--- src/rtl/jtframe_prog_packer.sv ---
// Byte-stream to SDRAM programming adapter: region address remap, 4-entry
// write FIFO, download completion pulse, byte count, checksum, overflow flag.
module jtframe_prog_packer #(
    parameter logic [21:0] R1_START  = 22'h10_0000,
    parameter logic [21:0] R2_START  = 22'h20_0000,
    parameter logic [21:0] R1_OFFSET = 22'h08_0000,
    parameter logic [21:0] R2_OFFSET = 22'h10_0000
) (
    input  logic        clk,
    input  logic        rst_n,
    input  logic        downloading,
    input  logic [21:0] ioctl_addr,
    input  logic [7:0]  ioctl_data,
    input  logic        ioctl_wr,
    output logic [21:0] prog_addr,
    output logic [7:0]  prog_data,
    output logic [1:0]  prog_mask,
    output logic        prog_we,
    input  logic        prog_rdy,
    output logic        dwnld_busy,
    output logic        dwnld_done,
    output logic [21:0] byte_cnt,
    output logic [15:0] checksum,
    output logic        overflow
);

    localparam int unsigned AW    = 22;
    localparam int unsigned DW    = 8;
    localparam int unsigned MW    = 2;
    localparam int unsigned CW    = 16;
    localparam int unsigned DEPTH = 4;
    localparam int unsigned PW    = 3;

    typedef struct packed {
        logic [AW-1:0] addr;
        logic [DW-1:0] data;
        logic [MW-1:0] mask;
    } entry_t;

    typedef enum logic [1:0] {IDLE, ACTIVE, DRAIN, DONE} state_t;

    state_t        state, state_next;
    entry_t        mem [DEPTH];
    entry_t        new_entry;
    logic [PW-1:0] wr_ptr, rd_ptr, rd_next;
    logic [AW-1:0] map_addr;
    logic          fifo_empty, fifo_full, accept, retire, drop;

    assign fifo_empty = (wr_ptr == rd_ptr);
    assign fifo_full  = ((wr_ptr ^ rd_ptr) == PW'(3'b100));
    assign accept     = (state == ACTIVE) && ioctl_wr && !fifo_full;
    assign drop       = (state == ACTIVE) && ioctl_wr && fifo_full;
    assign retire     = prog_we && prog_rdy;
    assign rd_next    = rd_ptr + PW'(retire);

    // Byte address to SDRAM word address, highest region first
    always_comb begin
        map_addr = ioctl_addr >> 1;
        if (ioctl_addr >= R2_START)
            map_addr = AW'((ioctl_addr - R2_START) >> 1) + R2_OFFSET;
        else if (ioctl_addr >= R1_START)
            map_addr = AW'((ioctl_addr - R1_START) >> 1) + R1_OFFSET;
    end

    assign new_entry = '{addr: map_addr,
                         data: ioctl_data,
                         mask: ioctl_addr[0] ? 2'b01 : 2'b10};

    // FSM state register
    always_ff @(posedge clk or negedge rst_n) begin
        if (!rst_n) state <= IDLE;
        else        state <= state_next;
    end

    // FSM next-state logic
    always_comb begin
        state_next = state;
        case (state)
            IDLE:    if (downloading)  state_next = ACTIVE;
            ACTIVE:  if (!downloading) state_next = DRAIN;
            DRAIN:   if (fifo_empty && !prog_we) state_next = DONE;
            DONE:    state_next = IDLE;
            default: state_next = IDLE;
        endcase
    end

    // FIFO storage, written only on acceptance (never while full)
    always_ff @(posedge clk) begin
        if (accept) mem[wr_ptr[1:0]] <= new_entry;
    end

    // Pointers and output register; head entry shown without being removed
    always_ff @(posedge clk or negedge rst_n) begin
        if (!rst_n) begin
            wr_ptr    <= '0;
            rd_ptr    <= '0;
            prog_we   <= 1'b0;
            prog_addr <= '0;
            prog_data <= '0;
            prog_mask <= 2'b11;
        end else begin
            rd_ptr  <= rd_next;
            if (accept) wr_ptr <= wr_ptr + PW'(1);
            prog_we <= (rd_next != wr_ptr);
            if (rd_next != wr_ptr) begin
                prog_addr <= mem[rd_next[1:0]].addr;
                prog_data <= mem[rd_next[1:0]].data;
                prog_mask <= mem[rd_next[1:0]].mask;
            end
        end
    end

    // Download statistics, cleared when a new download starts
    always_ff @(posedge clk or negedge rst_n) begin
        if (!rst_n) begin
            byte_cnt <= '0;
            checksum <= '0;
            overflow <= 1'b0;
        end else if (state == IDLE && downloading) begin
            byte_cnt <= '0;
            checksum <= '0;
            overflow <= 1'b0;
        end else begin
            if (accept) begin
                byte_cnt <= byte_cnt + AW'(1);
                checksum <= checksum + CW'(ioctl_data);
            end
            if (drop) overflow <= 1'b1;
        end
    end

    // Status flags registered from the next state so they track the FSM
    always_ff @(posedge clk or negedge rst_n) begin
        if (!rst_n) begin
            dwnld_busy <= 1'b0;
            dwnld_done <= 1'b0;
        end else begin
            dwnld_busy <= (state_next == ACTIVE) || (state_next == DRAIN);
            dwnld_done <= (state_next == DONE);
        end
    end

endmodule

--- config.mk ---
export PLATFORM = sky130hd
export DESIGN_NAME = jtframe_prog_packer
export DESIGN_NICKNAME = d
export VERILOG_FILES = /design/src/rtl/jtframe_prog_packer.sv
export SDC_FILE = /design/constraint.sdc
export NUM_CORES = 1
export LEC_CHECK = 0
export BUFFER_PORTS_ARGS = -buffer_cell sky130_fd_sc_hd__buf_2
export CAP_MARGIN = 0
export CORE_AREA = 8 8 130 132
export CTS_BUF_LIST = sky130_fd_sc_hd__clkbuf_2 sky130_fd_sc_hd__clkbuf_4 sky130_fd_sc_hd__clkbuf_8
export CTS_CLUSTER_SIZE = 10
export DETAILED_ROUTE_END_ITERATION = 10
export DIE_AREA = 0 0 138 140
export PLACE_DENSITY = 0.81
export SYNTH_ARGS = -nofsm -noshare
export SYNTH_HDL_FRONTEND = slang
export SYNTH_SLANG_ARGS = --single-unit
--- constraint.sdc ---
create_clock -name clk -period 3.7 [get_ports clk]
set_input_delay 0.555 -clock clk [delete_from_list [all_inputs] [get_ports clk]]
set_output_delay 0.555 -clock clk [all_outputs]
set_load 0.05 [all_outputs]
==> metrics <==
status=finished clean; synth cell count leaders=128 x edfxtp_1, 80 x dfrtp_1, 33 x mux2_2, 32 x mux4_2, 20 x nand2_1; DRT iter0 DRCs=between 300 and 400; Setup-failing EPs final=0; Post-synth EDFFs=~130; Mapped Nets=584; first-pass GRT wire length=roughly 29000 um; mapped cell area=around 8700 um^2; Fin Setup TNS=0 ns; port bufs=108; met2 usage=roughly a third; GR Layer Usage met3=5.34%; final cell utilization of the core=between 60% and 70%; max-cap violation count=0; FF+latch count, synth=210; XOR/XNOR share of the synthesized area=2.41%; Syn. warnings=0; Worst setup SP type=flip-flop; leakage power=slightly above 4 nW; Final Max Slew Viols=0; Total GRT Usage=18.6%; Die Span X=about 140 um; core area=between 10000 and 15000 um^2; Post-CTS Setup Bufs=0; Rel. slew slack=between 30% and 40%; layout cells sized above 1=between 30% and 40%; predominant post-synthesis flop cell=edfxtp_1; Worst EP arrival=between 2 and 3 ns; Final GP Congestion=approximately 0.8; fin crit share=between 60% and 70%; Max Buffers Root-to-Sink=3; Post-Synth Adder-Cell Area=~2.8%; Hold Crit Class=input pin to async pin; Hold-fix buffers, CTS=0; multiplexer area fraction after synthesis=12.9%; Area growth syn-to-layout=16.8%; grt met1 use=22.7%; vias in the first global route=roughly 5.5k; Final #Nets=721; post-route ant nets=0; largest net degree at the start of global routing=73; post-cts sizing count=0; TritonCTS clock tree=done; antenna violations before repair=0; most frequent cell after synthesis=edfxtp_1; DRT Pass-1 Iters=4; Post-synth ARST share=a little under 40%; top cells by area, synth=edfxtp_1 44%, dfrtp_1 23%, mux4_2 8.3%; synthesized instance count=530; Synth area leader=edfxtp_1; required time of the critical path=4.11 ns; combinational family with the most area after synthesis=multiplexers; Synth Area in Simple Gates=under 10%; Setup Skew=slightly below 0.03 ns; Vias/cell=~5.9; count of cell types in the netlist=51; worst-skew pair later-pin latency=0.52 ns; Worst setup EP type=flip-flop; IO Pins=109; CTS sink cnt=210; Initial Util=between 50% and 60%; layer with the highest usage=met2; register area share after synthesis=just under 70%; Die ar.=about 19000 um^2; PD cells=between 800 and 900 nW/um^2; final WL=approximately 18000 um; WHS=a little under 0.2 ns; slew at the pin closest to its max-slew limit=1.00 ns; DRC=0; DP HPWL=between 10000 and 15000 um; RSZ-0062 raised after global routing=no; Peak Freq=a little under 400 MHz; Max VDD drop=0.648 mV; Reg clk slew, reported paths=approximately 0.06 ns; worst-path maximum fanout=17; grt ovf=0; # rows=between 40 and 50; Fillers=982; drt wl/cell=20.8 um; Synth Area in Compound Gates=roughly 5.5%; diodes inserted=0; Final Hold Vio Count=0; vias=between 5k and 6k; H-tree level count=2; cell area after placement=roughly 9500 um^2; synthesized area per cell=roughly 16 um^2; post-layout power=~0.0086 W; share of the synthesized area in the top cell type=between 40% and 50%; root buffer cell=clkbuf_8; Worst Setup Path Type=flip-flop to flip-flop; min Tclk post-route=about 2.5 ns; die height=about 140 um; final non-filler cell area=10100 um^2; CTS Buf Count=34
[placed cells by master, fill, tap and decap left out, types with 16 or more instances in the layout]
cell type / instances
nand3_1: 16
dfrtp_1: 80
buf_2: 107
a21oi_1: 19
nand2_1: 20
o21ai_0: 18
nor2_1: 17
mux2_2: 33
clkbuf_8: 35
xor2_1: 16
ha_1: 17
mux4_2: 32
edfxtp_1: 128
[cells by family (layout without fill, tap and decap cells)]
family | count (synthesis) | count (layout)
buffers and inverters | 30 | 191
AO/OA/AOI/OAI | 74 | 74
AND/OR/NAND/NOR | 106 | 106
adder cells (fa/ha/maj) | 19 | 19
XOR/XNOR | 23 | 23
flip-flops | 210 | 210
multiplexers | 68 | 68
[layer usage]
| layer | wire length (um) | vias up |
|---|---|---|
| met3 | 1150 | 25 |
| met5 | 0 | - |
| met4 | 255 | 0 |
| li1 | - | 2349 |
| met1 | 7470 | 2670 |
| met2 | 9380 | 176 |
[flip-flops by register name (all words and copies together), names as in the netlist]
signal      count
wr_ptr          3
dwnld_done      1
overflow        1
prog_addr      22
prog_data       8
rd_ptr          3
prog_we         1
checksum       16
mem           128
state           2
dwnld_busy      1
prog_mask       2
byte_cnt       22
[critical path: stages, from the launching register on]
cell	delay (ns)
dfrtp_1	0.45
xor2_1	0.32
o31a_1	0.50
buf_4	0.33
o21ai_2	0.17
or4_1	0.46
a21oi_1	0.18
[cell type report]
class                   count  area (um^2)  share of cell area, %
repair buffers            122          661                   6.52
clock buffers              50          594                   5.87
clock inverters            10         51.3                  0.506
inverters                   9         33.8                  0.333
flip-flops and latches    210         5900                   58.2
well taps                 188          235                   2.32
multi-input cells         290         2660                   26.2
[per-stage QoR]
step / setup WS [ns] / instances
2_1_floorplan: 1.08 / 530
3_3_place_gp: 1.15 / 819
3_5_place_dp: 1.04 / 819
4_1_cts: 1.18 / 879
5_1_grt: 1.07 / 879
6_report: 1.17 / 879
[final timing paths]
kind | startpoint | end | slack [ns] | cells after the start
min reg2reg | prog_addr[19] | prog_addr[19] | 0.50 | 1
min | rst_n | prog_addr[0] | 0.20 | 1
max in group asynchronous | rst_n | prog_mask[1] | 2.64 | 2
min in group clk | ioctl_addr[18] | mem[0][27] | 0.28 | 1
max | wr_ptr[1] | byte_cnt[17] | 1.17 | 6
max reg2reg | wr_ptr[1] | byte_cnt[17] | 1.17 | 6
[where the power goes]
part | switching [W] | internal (W)
Sequential | 0.000261 | 0.00294
Clock | 0.000856 | 0.00103
Combinational | 0.00217 | 0.00137
Total | 0.00329 | 0.00534
(Power assumes the default switching activity.)
